--- src/rtl/tx_trn_arbiter.sv ---
`default_nettype none
// ============================================================================
// Module   : tx_trn_arbiter
// Purpose  : Owns the PCIe TRN transmit interface. Turns each read_chunk
//            request into one 64-bit Memory Read TLP (RD_LEN_DW DWs) and
//            shares the link with the host-write TLP engine via a req/gnt
//            handshake arbitrated on TLP boundaries. Limits outstanding reads
//            and stamps each MRd with a rolling tag.
// Ports    : trn_clk, reset_n (async, active low)
//            cfg_completer_id          - requester ID for MRd headers
//            read_chunk / _ack         - read request level / 1-cycle ack
//            huge_page_addr_read_from  - MRd byte address
//            cpl_done                  - one chunk's completions received
//            wr_req / wr_gnt / wr_*    - write engine handshake and TLP beats
//            trn_*                     - TRN TX interface to the core
// Options  : `define TX_RD_STRICT_PRIO_EN gives reads strict priority over
//            writes in IDLE; otherwise requesters alternate (round-robin).
// Revision : 1.0 - initial release
// ============================================================================
module tx_trn_arbiter #(
    parameter int MAX_OUTSTANDING = 4,
    parameter int TAG_WIDTH       = 5,
    parameter int RD_LEN_DW       = 128
) (
    input  logic        trn_clk,
    input  logic        reset_n,
    input  logic [15:0] cfg_completer_id,
    input  logic        read_chunk,
    input  logic [63:0] huge_page_addr_read_from,
    output logic        read_chunk_ack,
    input  logic        cpl_done,
    input  logic        wr_req,
    output logic        wr_gnt,
    input  logic [63:0] wr_td,
    input  logic [7:0]  wr_trem_n,
    input  logic        wr_tsof_n,
    input  logic        wr_teof_n,
    input  logic        wr_tsrc_rdy_n,
    output logic [63:0] trn_td,
    output logic [7:0]  trn_trem_n,
    output logic        trn_tsof_n,
    output logic        trn_teof_n,
    output logic        trn_tsrc_rdy_n,
    input  logic        trn_tdst_rdy_n
);

    // One-hot state encoding
    localparam logic [3:0] S_IDLE    = 4'b0001;
    localparam logic [3:0] S_RD_HDR0 = 4'b0010;
    localparam logic [3:0] S_RD_HDR1 = 4'b0100;
    localparam logic [3:0] S_WR      = 4'b1000;

    localparam logic LS_WR = 1'b0;
    localparam logic LS_RD = 1'b1;

    localparam logic [3:0]  MAX_OUT = 4'(MAX_OUTSTANDING);
    localparam logic [9:0]  LEN_DW  = 10'(RD_LEN_DW);
    // MRd DW0: fmt=01 (4DW header, no data), type=00000, TC/attr/TD/EP zero.
    localparam logic [31:0] MRD_DW0 = {1'b0, 2'b01, 5'b00000, 1'b0, 3'b000,
                                       4'b0000, 1'b0, 1'b0, 2'b00, 2'b00, LEN_DW};
    // Address DW1/DW2 carry addr[63:2]; the two low bits are reserved zero.
    localparam logic [63:0] ADDR_DW_MASK = ~64'h3;

    logic [3:0]           state;
    logic [3:0]           next_state;
    logic [63:0]          rd_addr;
    logic [TAG_WIDTH-1:0] tag;
    logic [3:0]           outstanding;
    logic                 last_served;
    logic                 ack_pulse;
    logic                 gnt;
    logic [63:0]          hdr_td;
    logic                 hdr_sof_n;
    logic                 hdr_eof_n;
    logic                 hdr_src_rdy_n;

    logic                 beat_acc;
    logic                 rd_elig;
    logic                 rd_win;
    logic                 wr_win;
    logic                 rd_done;
    logic                 wr_done;

    assign beat_acc = !trn_tsrc_rdy_n && !trn_tdst_rdy_n;
    // The ack term blocks re-issue in the cycle where the requester has not
    // yet seen the ack and is still holding read_chunk for the old chunk.
    assign rd_elig  = read_chunk && (outstanding < MAX_OUT) && !read_chunk_ack;
    assign rd_done  = (state == S_RD_HDR1) && beat_acc;
    assign wr_done  = (state == S_WR) && beat_acc && !wr_teof_n;

    // ------------------------------------------------------------------
    // State register
    // ------------------------------------------------------------------
    always_ff @(posedge trn_clk or negedge reset_n) begin
        if (!reset_n) begin
            state <= S_IDLE;
        end else begin
            state <= next_state;
        end
    end

    // ------------------------------------------------------------------
    // Next-state logic, including IDLE arbitration
    // ------------------------------------------------------------------
    always_comb begin
        next_state = state;
        rd_win     = 1'b0;
        wr_win     = 1'b0;
        if (rd_elig && wr_req) begin
`ifdef TX_RD_STRICT_PRIO_EN
            rd_win = 1'b1;
`else
            rd_win = (last_served == LS_WR);
`endif
            wr_win = !rd_win;
        end else begin
            rd_win = rd_elig;
            wr_win = wr_req;
        end

        case (state)
            S_IDLE: begin
                if (rd_win) begin
                    next_state = S_RD_HDR0;
                end else if (wr_win) begin
                    next_state = S_WR;
                end
            end
            S_RD_HDR0: begin
                if (beat_acc) begin
                    next_state = S_RD_HDR1;
                end
            end
            S_RD_HDR1: begin
                if (beat_acc) begin
                    next_state = S_IDLE;
                end
            end
            S_WR: begin
                if (wr_done) begin
                    next_state = S_IDLE;
                end
            end
            default: next_state = S_IDLE;
        endcase
    end

    // ------------------------------------------------------------------
    // Registered MRd beats, handshake, tag and outstanding bookkeeping
    // ------------------------------------------------------------------
    always_ff @(posedge trn_clk or negedge reset_n) begin
        if (!reset_n) begin
            rd_addr       <= '0;
            hdr_td        <= '0;
            hdr_sof_n     <= 1'b1;
            hdr_eof_n     <= 1'b1;
            hdr_src_rdy_n <= 1'b1;
            ack_pulse     <= 1'b0;
            gnt           <= 1'b0;
            tag           <= '0;
            outstanding   <= '0;
            last_served   <= LS_WR;
        end else begin
            ack_pulse <= rd_done;

            if ((state == S_IDLE) && (next_state == S_RD_HDR0)) begin
                rd_addr       <= huge_page_addr_read_from;
                hdr_td        <= {MRD_DW0, cfg_completer_id, 8'(tag), 4'hF, 4'hF};
                hdr_sof_n     <= 1'b0;
                hdr_eof_n     <= 1'b1;
                hdr_src_rdy_n <= 1'b0;
            end else if ((state == S_RD_HDR0) && beat_acc) begin
                hdr_td        <= rd_addr & ADDR_DW_MASK;
                hdr_sof_n     <= 1'b1;
                hdr_eof_n     <= 1'b0;
            end else if (rd_done) begin
                hdr_td        <= '0;
                hdr_sof_n     <= 1'b1;
                hdr_eof_n     <= 1'b1;
                hdr_src_rdy_n <= 1'b1;
            end

            if ((state == S_IDLE) && (next_state == S_WR)) begin
                gnt <= 1'b1;
            end else if (wr_done) begin
                gnt <= 1'b0;
            end

            if (rd_done) begin
                tag         <= tag + TAG_WIDTH'(1);
                last_served <= LS_RD;
            end else if (wr_done) begin
                last_served <= LS_WR;
            end

            // Simultaneous issue and completion cancel; a stray completion
            // with nothing outstanding is dropped rather than wrapping.
            case ({rd_done, cpl_done})
                2'b10:   outstanding <= outstanding + 4'd1;
                2'b01:   if (outstanding != 4'd0) outstanding <= outstanding - 4'd1;
                default: outstanding <= outstanding;
            endcase
        end
    end

    // ------------------------------------------------------------------
    // Output logic: write TLPs pass straight through while granted
    // ------------------------------------------------------------------
    always_comb begin
        trn_td         = hdr_td;
        trn_trem_n     = 8'h00;
        trn_tsof_n     = hdr_sof_n;
        trn_teof_n     = hdr_eof_n;
        trn_tsrc_rdy_n = hdr_src_rdy_n;
        if (state == S_WR) begin
            trn_td         = wr_td;
            trn_trem_n     = wr_trem_n;
            trn_tsof_n     = wr_tsof_n;
            trn_teof_n     = wr_teof_n;
            trn_tsrc_rdy_n = wr_tsrc_rdy_n;
        end
        read_chunk_ack = ack_pulse;
        wr_gnt         = gnt;
    end

endmodule
`default_nettype wire

--- config.mk ---
export PLATFORM = sky130hd
export DESIGN_NAME = tx_trn_arbiter
export DESIGN_NICKNAME = d
export VERILOG_FILES = /design/src/rtl/tx_trn_arbiter.sv
export SDC_FILE = /design/constraint.sdc
export NUM_CORES = 1
export LEC_CHECK = 0
export ABC_CLOCK_PERIOD_IN_PS = 2800
export BUFFER_PORTS_ARGS = -buffer_cell sky130_fd_sc_hd__buf_2
export CAP_MARGIN = 10
export CORE_ASPECT_RATIO = 0.9
export CORE_MARGIN = 2
export CORE_UTILIZATION = 50
export DETAILED_ROUTE_END_ITERATION = 10
export PLACE_DENSITY = 0.81
export SETUP_SLACK_MARGIN = 0.05
export SLEW_MARGIN = 20
export SYNTH_ARGS = -nofsm -noshare
export SYNTH_HDL_FRONTEND = slang
export SYNTH_SLANG_ARGS = --single-unit
--- constraint.sdc ---
create_clock -name trn_clk -period 2.8 [get_ports trn_clk]
set_input_delay 0.14 -clock trn_clk [delete_from_list [all_inputs] [get_ports trn_clk]]
set_output_delay 0.14 -clock trn_clk [all_outputs]
set_load 0.01 [all_outputs]
==> impl_metrics.yaml <==
routing:
  wl_met2_um: 8540
  drt-total-wl_um: 16900
  m1WireLength_um: 7070
  first_pass_iters: 4
  highest_layer: "met4"
  post-route-drc-count: 0
  routed_via_density: 5.30
  via_count: 5731
  met3WireLength_um: 904
  dr.first_iter.drc_count: 372
  wl_per_cell_um: 15.6
  ant_nets: 0
flow_run:
  max_cap_violations: 0
pwr:
  p_int_w: 0.00640
  p_per_area_nw_per_um2: 1050
  power_frac_seq: 0.379
  p_leak_nw: 4.94
  p_sw_frac: 0.337
  peakVddDrop_uv: 641
  p_switching_w: 0.00325
  p_comb_frac: 0.362
  pwr-share-clk: 0.259
timing:
  fmax_ghz: 0.411
  setup-tns-final_ns: 0
  slew_headroom: 0.420
  whs_ns: 0.0242
  setup_viol: 0
  finalHoldViolCount: 0
  rsz0062_at_grt: "no"
  worstMarginPinSlew_ns: 0.867
  slew_viol_final: 0
  fin_worst_skew_ns: 0.00587
  timing.final.crit_share: 0.870
  min_period_ns: 2.44
yosys:
  yosysSeqAreaShare: 0.550
  synth_warnings: 0
  postSynthCellCount: 618
  syn_avg_cell_area_um2: 10.6
  synth_area_um2: 6570
  synth_cell_types: 42
  ys_ff_latch: 144
  synthArstFlopShare: 1.00
  synth_top_area_share: 0.534
  yosys-top-cells-area: "dfrtp_1, nand2_1, a22o_1"
  yosysTopAreaCell: "dfrtp_1"
  ys_top_cells_by_count: "nand2_1, dfrtp_1, a22o_1, mux2_1, clkbuf_1"
  yosysMostFrequentCell: "nand2_1"
  ys.flop_type: "dfrtp_1"
  synth_edf_count: 0
  synth_nets: 783
global_route:
  grt_max_degree: 85
  grt_usage: 0.246
  grt-ovfl-total: 0
  grt_pass1_wl_um: 27700
  antenna_found_initial: 0
  grt_pass1_vias: 5819
clocking:
  clk_pin_slew_ns: 0.06
  cts_buffers: 17
  clk_latency_ns: 0.41
  ctsResizeCount: 0
  clock_tree.buffer_depth: 2
  cts.sinks: 144
  htreeDepth: 4
  cts_tree: "yes"
  cts_root_buffer: "clkbuf_16"
critical_path:
  crit_family: "simple AND/OR/NAND/NOR gates"
  setup.worst_path.class: "register to output port"
  cpMaxStageDelayCell: "or4b_2"
  cpPeakStageDelay_ns: 0.71
  endpoint_kind: "output port"
  worstSetupStartpointType: "register"
  worst_path_most_repeated_cell: "nand2_1"
  crit_buf_inv: 2
  worstPathMaxFanout: 39
  path_cells: "or4b_2 -> buf_4 -> nand2_1 -> nand2_1 -> buf_2"
  crit_arrival_ns: 2.30
  required_ns: 2.66
die:
  die_height_um: 113
  rows: 39
  start_util: 0.516
  fp.dieW_um: 125
  coreArea_um2: 12700
  die_area_um2: 14100
  pin_count: 238
layout:
  nets: 1070
  n_antenna_cell: 0
  area_growth_pct: 40.2
  final_layout_size_suffix_gt1_frac: 0.345
worst_hold_path:
  hold_path.class: "input pin to register"
placed_design:
  dp_hpwl_um: 10700
  place_congestion: 0.830
  io_buffers: 235
outcome:
  status: "finished clean"
==> metal layers <==
metal / vias up / track usage
met5: - / 0
li1: 2693 / -
met1: 2781 / 0.309
met2: 224 / 0.411
met3: 33 / 0.0657
met4: 0 / 0.0944
==> through the flow <==
step / std cells / area [µm²] / total power (W) / worst slack [ns] / util
4_1_cts: 1082 / 9210 / 0.00965 / 0.394 / 0.723
6_report: 1082 / 9210 / 0.00964 / 0.365 / 0.723
2_1_floorplan: 618 / 6570 / 0.00578 / 0.499 / -
3_3_place_gp: 987 / 7910 / 0.00690 / 0.481 / 0.621
3_5_place_dp: 987 / 7910 / 0.00704 / 0.435 / 0.621
5_1_grt: 1082 / 9210 / 0.0103 / 0.286 / 0.723
==> path summary, 6_finish.rpt <==
check	from	cells past startpoint	endpoint	slack [ns]
setup / recovery	state[1]	5	trn_td[63]	0.36
hold / removal	cfg_completer_id[6]	3	hdr_td[22]	0.02
setup reg to reg	state[0]	5	rd_addr[8]	0.43
hold reg to reg	hdr_td[18]	1	hdr_td[18]	0.47
max in group asynchronous	reset_n	3	hdr_td[38]	1.65
min in group asynchronous	reset_n	2	rd_addr[30]	0.35
==> power groups by stage <==
stage / registers (W) / clock network, W / logic, W
floorplan: 0.00344 / 0 / 0.00235
global placement: 0.00361 / 0 / 0.00330
detailed placement: 0.00364 / 0 / 0.00340
CTS: 0.00363 / 0.00253 / 0.00349
global route: 0.00377 / 0.00265 / 0.00386
finish: 0.00365 / 0.00249 / 0.00349
==> area by class of cell <==
class                   instances  area (µm²)
flip-flops and latches        144        3610
fillers                       886        3530
multi-input cells             425        2740
repair buffers                312        1970
clock buffers                  19         453
clock inverters                13         209
well taps                     164         205
inverters                       5        18.8
==> cell families (layout without fill, tap and decap cells) <==
kind of cell / after synthesis / in the layout / synth area share
flops: 144 / 144 / 0.550
simple gates: 249 / 249 / 0.159
xor+xnor: 7 / 7 / 0.00934
fa+ha+maj: 4 / 4 / 0.00877
mux: 66 / 66 / 0.113
compound gates: 99 / 99 / 0.126
buf+inv: 49 / 349 / 0.0347
==> sequential cells by signal, summed over array words and instances (netlist names) <==
signal and flops:
hdr_src_rdy_n 1, last_served 1, wr_gnt 1, hdr_eof_n 1
outstanding 4, hdr_sof_n 1, tag 5, hdr_td 63
rd_addr 62, read_chunk_ack 1, state 4
==> worst register-to-register path: cells and delay by family, from the launching register on <==
kind | cells | cell delay, ns
AOI/OAI and AO/OA | 1 | 0.24
DFF | 1 | 0.61
muxes | 1 | 0.38
and+or+nand+nor | 1 | 0.52
buffers and inverters | 2 | 0.49
==> cell usage in the layout (no fill, tap or decap), drive strengths merged, types with 3 or more instances in the layout <==
cell type / instances
nor3: 9
dfstp: 4
a21oi: 4
o21ai: 3
a221o: 8
bufinv: 5
inv: 6
mux2: 64
a21o: 23
buf: 249
nor2: 8
nand2: 205
a22o: 54
clkbuf: 19
dlygate4sd3: 63
dfrtp: 140
xnor2: 5
clkinvlp: 3
clkinv: 4
ha: 3
or4b: 3
and2: 10
==> timing repair <==
action / CTS / global route
buffers inserted: 0 / 0
hold buffers: 63 / 0
endpoints found under the hold margin: 141 / 0
Power figures use the tool's default switching activity.
